[config.mk]
export PLATFORM = sky130hd
export DESIGN_NAME = ram_port_arbiter
export DESIGN_NICKNAME = d
export VERILOG_FILES = /design/src/rtl/ram_port_arbiter.sv
export SDC_FILE = /design/constraint.sdc
export NUM_CORES = 1
export LEC_CHECK = 0
export ABC_AREA = 1
export BUFFER_PORTS_ARGS = -buffer_cell sky130_fd_sc_hd__buf_2
export CAP_MARGIN = 20
export CELL_PAD_IN_SITES_DETAIL_PLACEMENT = 0
export CELL_PAD_IN_SITES_GLOBAL_PLACEMENT = 2
export CORE_MARGIN = 2
export CORE_UTILIZATION = 23
export DETAILED_ROUTE_END_ITERATION = 8
export PLACE_DENSITY_LB_ADDON = 0.1
export SYNTH_ARGS = -nofsm -noshare
export SYNTH_HDL_FRONTEND = slang
export SYNTH_SLANG_ARGS = --single-unit
[constraint.sdc]
create_clock -name clock -period 3.06 [get_ports clock]
set_clock_uncertainty 0.05 [all_clocks]
set_input_delay 0.306 -clock clock [delete_from_list [all_inputs] [get_ports clock]]
set_output_delay 0.306 -clock clock [all_outputs]
set_load 0.005 [all_outputs]
[src/rtl/ram_port_arbiter.sv]
// ram_port_arbiter
//   Shares one port of a dual-port block RAM between two requesters on one clock.
//   Arbitration is round-robin (PRIO_MODE=0) or fixed priority with requester 0
//   high (PRIO_MODE=1), where requester 1 is forced through after MAX_WAIT losses.
// Ports
//   clock, reset            rising-edge clock, asynchronous active-high reset
//   rX_req/we/addr/wdata    requester X access, held stable until rX_gnt
//   rX_gnt                  combinational accept for this cycle
//   rX_rvalid, rX_rdata     read return two cycles after the grant
//   ram_enable/wren/address/data  RAM port command, one cycle after the grant
//   ram_q                   RAM registered read data (1-cycle latency)
module ram_port_arbiter #(
    parameter int unsigned ADDR_W    = 11,
    parameter int unsigned DATA_W    = 8,
    parameter int unsigned PRIO_MODE = 0,
    parameter int unsigned MAX_WAIT  = 8
) (
    input  logic              clock,
    input  logic              reset,
    input  logic              r0_req,
    input  logic              r0_we,
    input  logic [ADDR_W-1:0] r0_addr,
    input  logic [DATA_W-1:0] r0_wdata,
    output logic              r0_gnt,
    output logic              r0_rvalid,
    output logic [DATA_W-1:0] r0_rdata,
    input  logic              r1_req,
    input  logic              r1_we,
    input  logic [ADDR_W-1:0] r1_addr,
    input  logic [DATA_W-1:0] r1_wdata,
    output logic              r1_gnt,
    output logic              r1_rvalid,
    output logic [DATA_W-1:0] r1_rdata,
    output logic              ram_enable,
    output logic              ram_wren,
    output logic [ADDR_W-1:0] ram_address,
    output logic [DATA_W-1:0] ram_data,
    input  logic [DATA_W-1:0] ram_q
);

    localparam int unsigned CNT_W    = 8;
    localparam logic [CNT_W-1:0] WAIT_LIMIT = CNT_W'(MAX_WAIT);
    localparam logic FIXED_PRIO = (PRIO_MODE != 0);
    localparam logic FORCE_EN   = (MAX_WAIT != 0);

    logic             last_winner;
    logic [CNT_W-1:0] wait_cnt;
    logic             p1_valid;
    logic             p1_port;

    logic              win_r1_c;
    logic              gnt_any_c;
    logic              sel_we_c;
    logic [ADDR_W-1:0] sel_addr_c;
    logic [DATA_W-1:0] sel_wdata_c;

    // Contention winner: alternate in round-robin, else r0 unless r1 has starved
    always_comb begin
        win_r1_c = 1'b0;
        if (!FIXED_PRIO) begin
            win_r1_c = (last_winner == 1'b0);
        end else begin
            win_r1_c = FORCE_EN && (wait_cnt == WAIT_LIMIT);
        end
    end

    // Grant decode: depends only on request levels and registered arbiter state
    always_comb begin
        r0_gnt = 1'b0;
        r1_gnt = 1'b0;
        if (!reset) begin
            if (r0_req && r1_req) begin
                r0_gnt = !win_r1_c;
                r1_gnt = win_r1_c;
            end else begin
                r0_gnt = r0_req;
                r1_gnt = r1_req;
            end
        end
    end

    // Granted request mux
    always_comb begin
        gnt_any_c   = r0_gnt | r1_gnt;
        sel_we_c    = r1_gnt ? r1_we    : r0_we;
        sel_addr_c  = r1_gnt ? r1_addr  : r0_addr;
        sel_wdata_c = r1_gnt ? r1_wdata : r0_wdata;
    end

    // Command stage, pending-read pipeline and arbiter state
    always_ff @(posedge clock or posedge reset) begin
        if (reset) begin
            ram_enable  <= 1'b0;
            ram_wren    <= 1'b0;
            ram_address <= '0;
            ram_data    <= '0;
            p1_valid    <= 1'b0;
            p1_port     <= 1'b0;
            r0_rvalid   <= 1'b0;
            r1_rvalid   <= 1'b0;
            last_winner <= 1'b1;
            wait_cnt    <= '0;
        end else begin
            ram_enable <= gnt_any_c;
            ram_wren   <= gnt_any_c & sel_we_c;
            // Address/data hold their last values while idle
            if (gnt_any_c) begin
                ram_address <= sel_addr_c;
                ram_data    <= sel_wdata_c;
                last_winner <= r1_gnt;
            end
            // Port id travels with each read so alternating grants return correctly
            p1_valid  <= gnt_any_c & ~sel_we_c;
            p1_port   <= r1_gnt;
            r0_rvalid <= p1_valid & ~p1_port;
            r1_rvalid <= p1_valid &  p1_port;
            // Requester 1 starvation counter, saturating at the force threshold
            if (!r1_req || r1_gnt) begin
                wait_cnt <= '0;
            end else if (wait_cnt != WAIT_LIMIT) begin
                wait_cnt <= wait_cnt + CNT_W'(1);
            end
        end
    end

    // Read data is shared; consumers qualify it with their rvalid
    assign r0_rdata = ram_q;
    assign r1_rdata = ram_q;

endmodule

# After elaboration in Yosys (flattened, before gate mapping)
# Index checks and enable logic that the tools add are counted.
[totals]
ff_bits = 26
in_bits = 52
out_inout_bits = 41
[classes]
muxes = 7
bitwise = 8
n_reduce_logical = 1
[ops]
columns = ["cell", "n"]
rows = [
  ["$mux W11", 1],
  ["$mux W8", 1],
  ["$mux W1", 5],
  ["$and A1 B1 Y1", 4],
  ["$not A1 Y1", 3],
  ["$logic_and A1 B1 Y1", 1],
  ["$or A1 B1 Y1", 1],
]

# Logic depth before layout (Yosys ltp)
[depth]
ltp_word = 6
depth_mapped = 6
depth_no_buf = 5

# Least setup slack after synthesis
# OpenSTA, ideal clock, no wires.
[synth_timing]
path_type = "input to output"
startpoint = "in reset"
endpoint = "out r1_gnt"
t_arrival_ns = 1.057
required_ns = 2.704
path_slack_ns = 1.647
stages = 4
path_buffers = 1
cell_sequence = "inv_2 nand3_2 buf_4 inv_1"
[synth_via]
elab_chain_len = 1
[synth_lines]
columns = ["element", "line_no", "text"]
rows = [
  ["from (decl)", "19", "input logic reset,"],
  ["$mux W1", "71", "if (!reset) begin"],
  ["to (decl)", "31", "output logic r1_gnt,"],
]
# No other way between the ends.

# Final worst setup path
[layout_timing]
startpoint = "reg last_winner"
endpoint = "out r1_gnt"
[layout_via]
elab_chain_len = 3
[layout_lines]
columns = ["element", "line_no", "text"]
rows = [
  ["from (decl)", "46", "logic last_winner;"],
  ["from (signal assigned)", "110", "last_winner <= r1_gnt;"],
  ["$not A1 Y1", "61", "win_r1_c = (last_winner == 1'b0);"],
  ["$mux W1", "72", "if (r0_req && r1_req) begin"],
  ["$mux W1", "71", ""],
]
# No other way between the ends.

==> run_results.csv <==
group,metric,value,unit
run_status,status,"finished, final reports clean",
synthesis,ys_ff_latch,26,
place,dp.cells,328,
grt,grt_use_met3,3.210,%
synthesis,postSynthCellCount,206,
synthesis,synth_compound_area_share,1.820,%
worst_setup_path,crit_path_max_fanout,22,
timing,rsz0062_at_grt,"false",
detailed_routing,wl_per_cell,12.19,µm
floorplanning,die_h,85.10,µm
clock_network,clock-root-buffer,"clkbuf_8",
synthesis,ys_seq_area_share,43.09,%
clock_network,clk_path_buf_depth,2,
place,io_buffers,68,
floorplanning,die_w,85.10,µm
timing,slew_headroom,64.53,%
final_layout,multi_input_area,489.2,µm²
place,dp_hpwl,2809,µm
worst_setup_path,cp_slowest_cell,"dfstp_2",
synthesis,yosysWarnings,0,
grt,grt_use_met1,15.54,%
floorplanning,core,6350,µm²
detailed_routing,num_vias,1344,
clock_network,clk-insertion-delay-late,0.26,ns
clock_network,clock_sinks,26,
timing,finalSetupTns,0,ns
final_layout,area_growth,19.93,%
power_and_ir_drop,power_density,435.1,nW/µm²
synthesis,synthAdderAreaFrac,0,%
place,dpl-instance-area,1769,µm²
job,maxCapViolCount,0,
clock_network,htree_levels,1,
final_layout,seqCellArea,651.9,µm²
timing,period_needed,1.888,ns
synthesis,synth_fp_nets,258,
floorplanning,die-area,7242,µm²
synthesis,synth_top_area_share,41.36,%
power_and_ir_drop,p_total,0.0007895,W
timing,finalHoldViolations,0,
worst_setup_path,crit_path_cell_trace,"nand2_1 > nand3_2 > inv_1 > buf_2",
power_and_ir_drop,irDropWorstVdd,0.1272,mV
floorplanning,start_util,23.82,%
grt,grt_use_met2,18.61,%
synthesis,synth_top_family_by_area,"simple AND/OR/NAND/NOR gates",
clock_network,numCtsBuffers,3,
power_and_ir_drop,leakage,1.151,nW
grt,grt_pass1_vias,1395,
clock_network,ctsHoldBuffers,0,
final_layout,nets,308,
timing,drv_slew,0,
grt,grt_max_degree,29,
grt,overflow,0,
timing,period_share,61.71,%
synthesis,yosysMostFrequentCell,"nand2_1",
worst_setup_path,required,2.70,ns
worst_setup_path,slowest_delay,0.54,ns
grt,top_usage_layer,"met2",
synthesis,dominantRegCellSynth,"dfrtp_1",
worst_setup_path,end_kind,"output pin",
timing,max_freq,529.6,MHz
grt,grt_pass1_wl,6693,µm
worst_setup_path,worstSetupPathType,"flop to output pin",
detailed_routing,wl,4046,µm
detailed_routing,drc_errors,0,
clock_network,path_clk_slew,0.08,ns
synthesis,synthArstFlopShare,100.0,%
synthesis,synth_area_leaders,"dfrtp_1 41%, nand2_1 15%, nand3_1 13%",
grt,antenna_found_initial,0,
final_layout,design_area,1814,µm²
detailed_routing,first_pass_iters,4,
final_layout,final_cells,332,
clock_network,cts_tree,"yes",
synthesis,synth.avg_cell_area,7.343,µm²
grt,grt_usage,11.47,%
worst_setup_path,critPathArrivalTime,1.53,ns
detailed_routing,drtIter0Drc,41,
final_layout,drive_above_1_share,32.55,%
timing,worst_pin_slew,0.5307,ns
synthesis,synth_simple_gate_area_share,30.52,%
clock_network,cts_setup_buffers,0,
detailed_routing,ant_nets,0,
worst_setup_path,start_kind,"flop",
synthesis,synthMuxAreaShare,0,%
final_layout,n_fill_cell,733,
floorplanning,num_io_pins,93,
synthesis,synthTopCellsByCount,"62 x nand2_1, 42 x inv_1, 38 x nand3_1, 25 x dfrtp_1, 19 x buf_4",
synthesis,syn-cell-area,1513,µm²
synthesis,synth_xor_xnor_area_share,0,%
synthesis,yosysUniqueCellTypes,16,
floorplanning,row_count,29,
place,gp_congestion,0.7061,
synthesis,synth_area_leader_cell,"dfrtp_1",
timing,setup_viol,0,
final_layout,num_antenna_cells,0,
detailed_routing,via_per_inst,4.048,
hold_path,min_path_type,"primary input to async pin",
clock_network,cts-resized-gates,0,
worst_setup_path,r2r_slack,1.62,ns
synthesis,synth_edf_count,0,
cell type report:
| type | instances | area share, % |
|---|---|---|
| Inverter | 45 | 9.310 |
| Sequential cell | 26 | 35.93 |
| Timing Repair Buffer | 71 | 20.00 |
| Multi-Input combinational cell | 109 | 26.97 |
| Tap cell | 77 | 5.310 |
| Clock buffer | 4 | 2.483 |
metrics by stage:
stage / hold slack [ns] / utilization [%] / worst slack, ns
floorplan: 0.1685 / - / 1.647
global route: 0.1205 / 28.57 / 1.009
global placement: 0.3599 / 27.86 / 1.309
detailed placement: 0.3687 / 27.86 / 1.363
finish: 0.09258 / 28.57 / 1.172
CTS: 0.1007 / 28.57 / 1.110
layer usage:
metal / part of all wire, % / up-vias / routed length, µm
li1: - / 692 / -
met3: 6.1 / 12 / 248
met2: 45 / 37 / 1832
met4: 0.84 / 0 / 34
met5: 0 / - / 0
met1: 48 / 603 / 1930
report_power, final:
group	leakage [nW]	internal, W	switching [W]
clock	0.0228	0.0000931	0.000103
combinational	0.808	0.0000812	0.000104
sequential	0.320	0.000386	0.0000226
total	1.15	0.000560	0.000229
worst max-delay path: cells and delay by family, from the launching register on:
family | cells | cell delay [ns]
buf+inv | 2 | 0.28
flops | 1 | 0.54
simple gates | 2 | 0.44
worst paths after layout:
check,from,endpoint,cells past startpoint
max in group asynchronous,reset,last_winner,3
max reg2reg,last_winner,p1_valid,5
max,last_winner,r1_gnt,4
min in group clock,r1_we,ram_wren,3
min,reset,ram_data[2],3
min reg2reg,p1_port,r0_rvalid,1
registers in the layout (all words and copies together), names as in the netlist:
| signal | cells |
|---|---|
| r0_rvalid | 1 |
| ram_address | 11 |
| last_winner | 1 |
| ram_enable | 1 |
| r1_rvalid | 1 |
| ram_data | 8 |
| p1_valid | 1 |
| ram_wren | 1 |
| p1_port | 1 |
cell usage in the layout (no fill, tap or decap), drive strengths merged:
cell type  count
buf           71
nand2         62
inv           45
nand3         40
dfrtp         25
clkbuf         4
nor2           3
o21ai          2
a21oi          2
dfstp          1
cells by family after synthesis:
family	count (synthesis)
buffers and inverters	71
and+or+nand+nor	105
AOI/OAI and AO/OA	4
DFF	26
No activity file was read; power rests on OpenSTA's default activity.
